<file path="config.mk">
export PLATFORM = sky130hd
export DESIGN_NAME = xspi_cmd_seq
export DESIGN_NICKNAME = d
export VERILOG_FILES = /design/src/rtl/xspi_pkg.sv /design/src/rtl/xspi_cmd_decode.sv /design/src/rtl/xspi_cmd_seq.sv
export SDC_FILE = /design/constraint.sdc
export NUM_CORES = 1
export LEC_CHECK = 0
export BUFFER_PORTS_ARGS = -buffer_cell sky130_fd_sc_hd__buf_2
export CAP_MARGIN = 40
export CORE_ASPECT_RATIO = 1.25
export CORE_MARGIN = 1.5
export CORE_UTILIZATION = 44
export DETAILED_ROUTE_END_ITERATION = 8
export PLACE_DENSITY = 0.77
export SKIP_CTS_REPAIR_TIMING = 1
export SLEW_MARGIN = 30
export SYNTH_ARGS = -nofsm -noshare
export SYNTH_HDL_FRONTEND = slang
export SYNTH_SLANG_ARGS = --single-unit
</file>
<file path="constraint.sdc">
create_clock -name sck_i -period 1.9 [get_ports sck_i]
set_clock_uncertainty 0.2 [all_clocks]
set_input_delay 0.38 -clock sck_i [delete_from_list [all_inputs] [get_ports sck_i]]
set_output_delay 0.38 -clock sck_i [all_outputs]
set_load 0.02 [all_outputs]
</file>
<file path="src/rtl/xspi_pkg.sv">
// xSPI command sequencer shared types.
// Opcodes, FSM states and the per-opcode phase descriptor.
package xspi_pkg;

  localparam logic [7:0] OP_READ   = 8'h03;
  localparam logic [7:0] OP_FREAD  = 8'h0B;
  localparam logic [7:0] OP_QOREAD = 8'h6B;
  localparam logic [7:0] OP_QIORD  = 8'hEB;
  localparam logic [7:0] OP_PP     = 8'h02;
  localparam logic [7:0] OP_QPP    = 8'h32;
  localparam logic [7:0] OP_RDSR   = 8'h05;
  localparam logic [7:0] OP_WREN   = 8'h06;
  localparam logic [7:0] OP_WRDI   = 8'h04;

  localparam logic [1:0] MODE_X1 = 2'b00;
  localparam logic [1:0] MODE_X2 = 2'b01;
  localparam logic [1:0] MODE_X4 = 2'b10;
  localparam logic [1:0] MODE_X8 = 2'b11;

  localparam logic DIR_WR = 1'b0;
  localparam logic DIR_RD = 1'b1;

  typedef enum logic [2:0] {
    ST_CMD,
    ST_ADDR,
    ST_DUMMY,
    ST_DATA_RD,
    ST_DATA_WR,
    ST_IGNORE
  } state_e;

  typedef struct packed {
    logic [1:0] addr_mode;
    logic [3:0] dummy_cycles;
    logic [1:0] data_mode;
    logic       data_dir;
    logic       has_addr;
    logic       has_data;
    logic       valid;
  } phase_desc_t;

  function automatic phase_desc_t mk_desc(
    input logic [1:0] am,
    input logic [3:0] dc,
    input logic [1:0] dm,
    input logic       dd,
    input logic       ha,
    input logic       hd
  );
    phase_desc_t d;
    d.addr_mode    = am;
    d.dummy_cycles = dc;
    d.data_mode    = dm;
    d.data_dir     = dd;
    d.has_addr     = ha;
    d.has_data     = hd;
    d.valid        = 1'b1;
    return d;
  endfunction

endpackage

</file>
<file path="src/rtl/xspi_cmd_decode.sv">
// Opcode to phase descriptor lookup.
// Unknown opcodes yield an all-zero (invalid) descriptor.
module xspi_cmd_decode
  import xspi_pkg::*;
(
  input  logic [7:0]  op_i,
  output phase_desc_t desc_o
);

  // Table of supported NOR-flash commands
  always_comb begin
    desc_o = '0;
    case (op_i)
      OP_READ:
        desc_o = mk_desc(MODE_X1, 4'd0, MODE_X1,
                         DIR_RD, 1'b1, 1'b1);
      OP_FREAD:
        desc_o = mk_desc(MODE_X1, 4'd8, MODE_X1,
                         DIR_RD, 1'b1, 1'b1);
      OP_QOREAD:
        desc_o = mk_desc(MODE_X1, 4'd8, MODE_X4,
                         DIR_RD, 1'b1, 1'b1);
      OP_QIORD:
        desc_o = mk_desc(MODE_X4, 4'd6, MODE_X4,
                         DIR_RD, 1'b1, 1'b1);
      OP_PP:
        desc_o = mk_desc(MODE_X1, 4'd0, MODE_X1,
                         DIR_WR, 1'b1, 1'b1);
      OP_QPP:
        desc_o = mk_desc(MODE_X1, 4'd0, MODE_X4,
                         DIR_WR, 1'b1, 1'b1);
      OP_RDSR:
        desc_o = mk_desc(MODE_X1, 4'd0, MODE_X1,
                         DIR_RD, 1'b0, 1'b1);
      OP_WREN, OP_WRDI:
        desc_o = mk_desc(MODE_X1, 4'd0, MODE_X1,
                         DIR_WR, 1'b0, 1'b0);
      default: desc_o = '0;
    endcase
  end

endmodule

</file>
<file path="src/rtl/xspi_cmd_seq.sv">
// xSPI command phase sequencer (SCK domain).
// Walks opcode/address/dummy/data phases driving the PHY config.
module xspi_cmd_seq
  import xspi_pkg::*;
#(
  parameter int ADDR_BYTES       = 3,
  parameter int WORD_SIZE        = 32,
  parameter int CYCLE_COUNT_BITS = 6
) (
  input  logic                        sck_i,
  input  logic                        sce_i,
  output logic [CYCLE_COUNT_BITS-1:0] txnbc_o,
  output logic [1:0]                  txnmode_o,
  output logic                        txndir_o,
  output logic [WORD_SIZE-1:0]        txndata_o,
  input  logic [WORD_SIZE-1:0]        txndata_i,
  input  logic                        txndone_i,
  output logic [7:0]                  cmd_o,
  output logic [31:0]                 addr_o,
  output logic                        cmd_valid_o,
  input  logic [7:0]                  status_i,
  input  logic [7:0]                  rd_data_i,
  output logic                        rd_strobe_o,
  output logic [7:0]                  wr_data_o,
  output logic                        wr_valid_o
);

  localparam int CB      = CYCLE_COUNT_BITS;
  localparam int AB_BITS = 8 * ADDR_BYTES;

  localparam logic [CB-1:0] BC_BYTE = CB'(8);
  localparam logic [CB-1:0] BC_ADDR = CB'(AB_BITS);

  state_e          state_q, state_d;
  logic [CB-1:0]   bc_q, bc_d;
  logic [1:0]      mode_q, mode_d;
  logic            dir_q, dir_d;
  logic [7:0]      cmd_q, cmd_d;
  logic [31:0]     addr_q, addr_d;
  logic [7:0]      wdat_q, wdat_d;
  logic            cvld_q, cvld_d;
  logic            wvld_q, wvld_d;
  logic            done_q;
  phase_desc_t     desc_q, desc_d;

  phase_desc_t     dcd;
  phase_desc_t     pd;
  logic            accept;

  state_e          data_st;
  state_e          post_st;
  logic [CB-1:0]   post_bc;
  logic [1:0]      post_mode;
  logic            post_dir;
  logic            no_data;
  logic            to_dummy;
  logic            to_rd;
  logic            to_wr;
  logic [7:0]      rd_byte;

  xspi_cmd_decode u_dec (
    .op_i   (txndata_i[7:0]),
    .desc_o (dcd)
  );

  if (WORD_SIZE > AB_BITS) begin : g_hi
    logic unused_hi;
    assign unused_hi = ^txndata_i[WORD_SIZE-1:AB_BITS];
  end

  assign accept = txndone_i & ~done_q;
  assign pd     = (state_q == ST_CMD) ? dcd : desc_q;

  assign no_data  = ~pd.valid | ~pd.has_data;
  assign to_dummy = ~no_data & (pd.dummy_cycles != 4'd0);
  assign to_rd    = ~no_data & ~to_dummy & pd.data_dir;
  assign to_wr    = ~no_data & ~to_dummy & ~pd.data_dir;
  assign data_st  = pd.data_dir ? ST_DATA_RD : ST_DATA_WR;

  // Phase that follows the opcode/address: dummy, data or idle
  always_comb begin
    post_st   = ST_IGNORE;
    post_bc   = BC_BYTE;
    post_mode = MODE_X1;
    post_dir  = DIR_WR;
    unique case (1'b1)
      no_data: ;
      to_dummy: begin
        post_st   = ST_DUMMY;
        post_bc   = CB'({4'd0, pd.dummy_cycles}
                        << pd.addr_mode);
        post_mode = pd.addr_mode;
      end
      to_rd: begin
        post_st   = ST_DATA_RD;
        post_mode = pd.data_mode;
        post_dir  = DIR_RD;
      end
      to_wr: begin
        post_st   = ST_DATA_WR;
        post_mode = pd.data_mode;
      end
      default: ;
    endcase
  end

  // Next phase and its PHY config on each accepted txndone
  always_comb begin
    state_d = state_q;
    bc_d    = bc_q;
    mode_d  = mode_q;
    dir_d   = dir_q;
    cmd_d   = cmd_q;
    addr_d  = addr_q;
    wdat_d  = wdat_q;
    desc_d  = desc_q;
    cvld_d  = 1'b0;
    wvld_d  = 1'b0;
    if (accept) begin
      unique case (state_q)
        ST_CMD: begin
          if (!pd.valid) begin
            state_d = ST_IGNORE;
            bc_d    = BC_BYTE;
            mode_d  = MODE_X1;
            dir_d   = DIR_WR;
          end else begin
            cmd_d  = txndata_i[7:0];
            desc_d = pd;
            addr_d = '0;
            if (pd.has_addr) begin
              state_d = ST_ADDR;
              bc_d    = BC_ADDR;
              mode_d  = pd.addr_mode;
              dir_d   = DIR_WR;
            end else begin
              cvld_d  = 1'b1;
              state_d = post_st;
              bc_d    = post_bc;
              mode_d  = post_mode;
              dir_d   = post_dir;
            end
          end
        end
        ST_ADDR: begin
          addr_d  = 32'(txndata_i[AB_BITS-1:0]);
          cvld_d  = 1'b1;
          state_d = post_st;
          bc_d    = post_bc;
          mode_d  = post_mode;
          dir_d   = post_dir;
        end
        ST_DUMMY: begin
          state_d = data_st;
          bc_d    = BC_BYTE;
          mode_d  = pd.data_mode;
          dir_d   = pd.data_dir;
        end
        ST_DATA_WR: begin
          wvld_d = 1'b1;
          wdat_d = txndata_i[7:0];
        end
        default: ;
      endcase
    end
  end

  // State and config registers, cleared by chip-select high-to-low
  always_ff @(posedge sck_i or negedge sce_i) begin
    if (!sce_i) begin
      state_q <= ST_CMD;
      bc_q    <= BC_BYTE;
      mode_q  <= MODE_X1;
      dir_q   <= DIR_WR;
      cmd_q   <= '0;
      addr_q  <= '0;
      wdat_q  <= '0;
      desc_q  <= '0;
      cvld_q  <= 1'b0;
      wvld_q  <= 1'b0;
      done_q  <= 1'b0;
    end else begin
      state_q <= state_d;
      bc_q    <= bc_d;
      mode_q  <= mode_d;
      dir_q   <= dir_d;
      cmd_q   <= cmd_d;
      addr_q  <= addr_d;
      wdat_q  <= wdat_d;
      desc_q  <= desc_d;
      cvld_q  <= cvld_d;
      wvld_q  <= wvld_d;
      done_q  <= txndone_i;
    end
  end

  assign rd_byte = (cmd_q == OP_RDSR) ? status_i
                                      : rd_data_i;

  // Transmit word is only non-zero while returning read data
  always_comb begin
    txndata_o = '0;
    if (state_q == ST_DATA_RD)
      txndata_o = WORD_SIZE'(rd_byte);
  end

  assign rd_strobe_o = accept & (state_q == ST_DATA_RD);

  assign txnbc_o     = bc_q;
  assign txnmode_o   = mode_q;
  assign txndir_o    = dir_q;
  assign cmd_o       = cmd_q;
  assign addr_o      = addr_q;
  assign cmd_valid_o = cvld_q;
  assign wr_data_o   = wdat_q;
  assign wr_valid_o  = wvld_q;

endmodule

</file>
==> results.json <==
{
  "status": "complete, but fails checks",
  "cp.arrival_ns": 1.75,
  "overflow": 0,
  "violations": "setup timing",
  "drt-pass1-iter-count": 4,
  "num_rows": 36,
  "slew_viol_final": 0,
  "hp-class": "input pin to flop",
  "min_period_ns": 2.33,
  "rsz0062_at_grt": "true",
  "synth_ff_type": "dfrtp_1",
  "wire_per_inst_um": 16.3,
  "drtIter0Drc": 204,
  "worstSetupEndpointType": "primary output",
  "irDropWorstVdd_uv": 834,
  "ys.warnings.count": 0,
  "maxCapViolCount": 0,
  "netlist_area_mm2": 0.00359,
  "synth_edf_count": 0,
  "worstSetupStartpointType": "flop",
  "wl_um": 10400,
  "finalCritPeriodShare_pct": 122,
  "vias": 3369,
  "drc_errors": 0,
  "grt_first_pass_wirelength_um": 15400,
  "insertion_delay_ns": 0.35,
  "gp_congestion": 0.890,
  "yosys_register_bits": 67,
  "detail-route-antenna-nets": 0,
  "cts.reportedPaths.clkPinSlew_ns": 0.07,
  "seq_area_frac_synth_pct": 46.8,
  "dpl_worst_slack_ns": -0.296,
  "track_usage_pct": 22.5,
  "required_ns": 1.32,
  "cts_tree": "done",
  "p_per_area_mw_per_mm2": 937,
  "fp.dieH_um": 104,
  "design_area_mm2": 0.00538,
  "io_buffers": 102,
  "netlist_instances": 353,
  "avgSynthCellArea_um2": 10.2,
  "crit_fanout": 8,
  "hold_violations": 0,
  "worst_slack_ns": -0.427,
  "synth_top_cell_by_area": "dfrtp_1",
  "dieArea_mm2": 0.00870,
  "cts_num_sinks": 67,
  "worst-setup-path-type": "flop to primary output",
  "start_util_pct": 45.8,
  "grt_pass1_vias": 3251,
  "dieWidth_um": 83.7,
  "synthTopCellsByArea": "dfrtp_1 46%, buf_4 7.3%, a22o_1 5.9%",
  "synth_top_area_share_pct": 46.1,
  "instances_no_fill": 640,
  "power.leakage_nw": 2.70,
  "cts-root-buf": "clkbuf_8",
  "antenna_found_initial": 0,
  "nNetsFinal": 591,
  "dp_cells": 604,
  "h-tree-depth": 3,
  "synth-async-reset-ratio_pct": 100,
  "area_delta_synth_final_pct": 50.0,
  "cts_made_buffers": 9,
  "num_io_pins": 143,
  "cts_buffer_depth": 2,
  "viasPerCell": 5.26,
  "grt_max_degree": 68,
  "finalSetupViolations": 20,
  "core_area_mm2": 0.00784,
  "max_freq_ghz": 0.430,
  "antenna_cells": 0,
  "synth_cell_types": 63,
  "hold_slack_ns": 0.0469,
  "dp_hpwl_um": 7280,
  "layout-drive-gt1-share_pct": 52.8,
  "postPlaceCellArea_mm2": 0.00464
}
## report_power, final
group | total (mW) | internal [mW] | switching (mW)
clock | 1.09 | 0.540 | 0.549
sequential | 1.94 | 1.75 | 0.190
combinational | 2.01 | 0.899 | 1.11
total | 5.04 | 3.19 | 1.85
## worst max-delay path: stages (launching register included)
cell and delay, ns:
dfrtp_2 0.43, nor4bb_4 0.30, nand2_2 0.11, buf_12 0.16, mux2i_2 0.21, nor2_2 0.04
buf_2 0.15
## synth_stat cells, types with 5 or more instances
master   count
o21ai_1      9
nand2_1     51
buf_4       35
mux2_2       7
buf_2        8
and3_1       5
nor2_1      24
a21oi_1      8
dfrtp_1     66
a22o_1      24
mux2i_1     10
inv_1        5
a31oi_1      8
o21ai_0      6
## state kept, by name, summed over array words and instances, names as in the netlist
| name | count |
|---|---|
| cmd_valid_o | 1 |
| wr_data_o | 8 |
| wr_valid_o | 1 |
| addr_o | 24 |
| done_q | 1 |
| txnmode_o | 2 |
| desc_q | 12 |
| txnbc_o | 6 |
| state_q | 3 |
| txndir_o | 1 |
| cmd_o | 8 |
## layout make-up
class	instances	area (µm²)
fillers	608	2460
repair buffers	196	1430
clock inverters	4	25.0
flip-flops and latches	67	1680
inverters	5	18.8
multi-input cells	261	1950
well taps	95	119
clock buffers	12	155
## metal layers
layer,GRT usage (%),vias up,part of all wire (%)
li1,-,1581,-
met4,10.7,0,3.5
met1,27.5,1615,40
met2,37.0,144,50
met3,5.87,29,6.6
met5,0,-,0
## layout by cell type (no fill, tap or decap), types with 8 or more instances in the layout
| master | Yosys | routed |
|---|---|---|
| clkbuf_8 | 0 | 11 |
| nand2_1 | 51 | 43 |
| dfrtp_1 | 66 | 62 |
| nor2_2 | 1 | 8 |
| buf_4 | 35 | 66 |
| buf_2 | 8 | 98 |
| conb_1 | 1 | 32 |
| nor2_1 | 24 | 13 |
| buf_6 | 4 | 21 |
| a22o_1 | 24 | 24 |
## metrics by stage
| step | setup TNS [ns] | utilization [%] | power, mW |
|---|---|---|---|
| floorplan | -0.107 | - | 3.03 |
| global placement | -7.84 | 59.3 | 3.62 |
| detailed placement | -10.95 | 59.3 | 3.67 |
| CTS | -5.67 | 61.6 | 4.77 |
| global route | -6.71 | 68.6 | 5.31 |
| finish | -3.83 | 68.6 | 5.04 |
## logic make-up (layout without fill, tap and decap cells)
family | Yosys count | count (layout) | synth area share, %
AOI/OAI and AO/OA | 92 | 92 | 20.0
DFF | 67 | 67 | 46.8
other | 1 | 32 | 0.105
and+or+nand+nor | 119 | 119 | 17.2
buffers and inverters | 56 | 217 | 10.6
xor gates and xnor gates | 1 | 1 | 0.244
muxes | 17 | 17 | 4.99
## final timing paths
check / depth (start not counted) / start / end / slack [ns]
setup / recovery: 6 / cmd_o[3]$_DFFE_PN0P_ / txndata_o[1] / -0.43
hold reg to reg: 2 / txnbc_o[0]$_DFFE_PN0P_ / txnbc_o[0]$_DFFE_PN0P_ / 0.27
hold / removal: 2 / txndata_i[20] / addr_o[20]$_DFFE_PN0P_ / 0.05
max in group asynchronous: 3 / sce_i / txnbc_o[3]$_DFFE_PN1P_ / 0.82
setup reg to reg: 8 / state_q[2]$_DFFE_PN0P_ / txndir_o$_DFFE_PN0P_ / -0.10
min in group asynchronous: 3 / sce_i / addr_o[18]$_DFFE_PN0P_ / 0.37
Power figures use the tool's default switching activity.
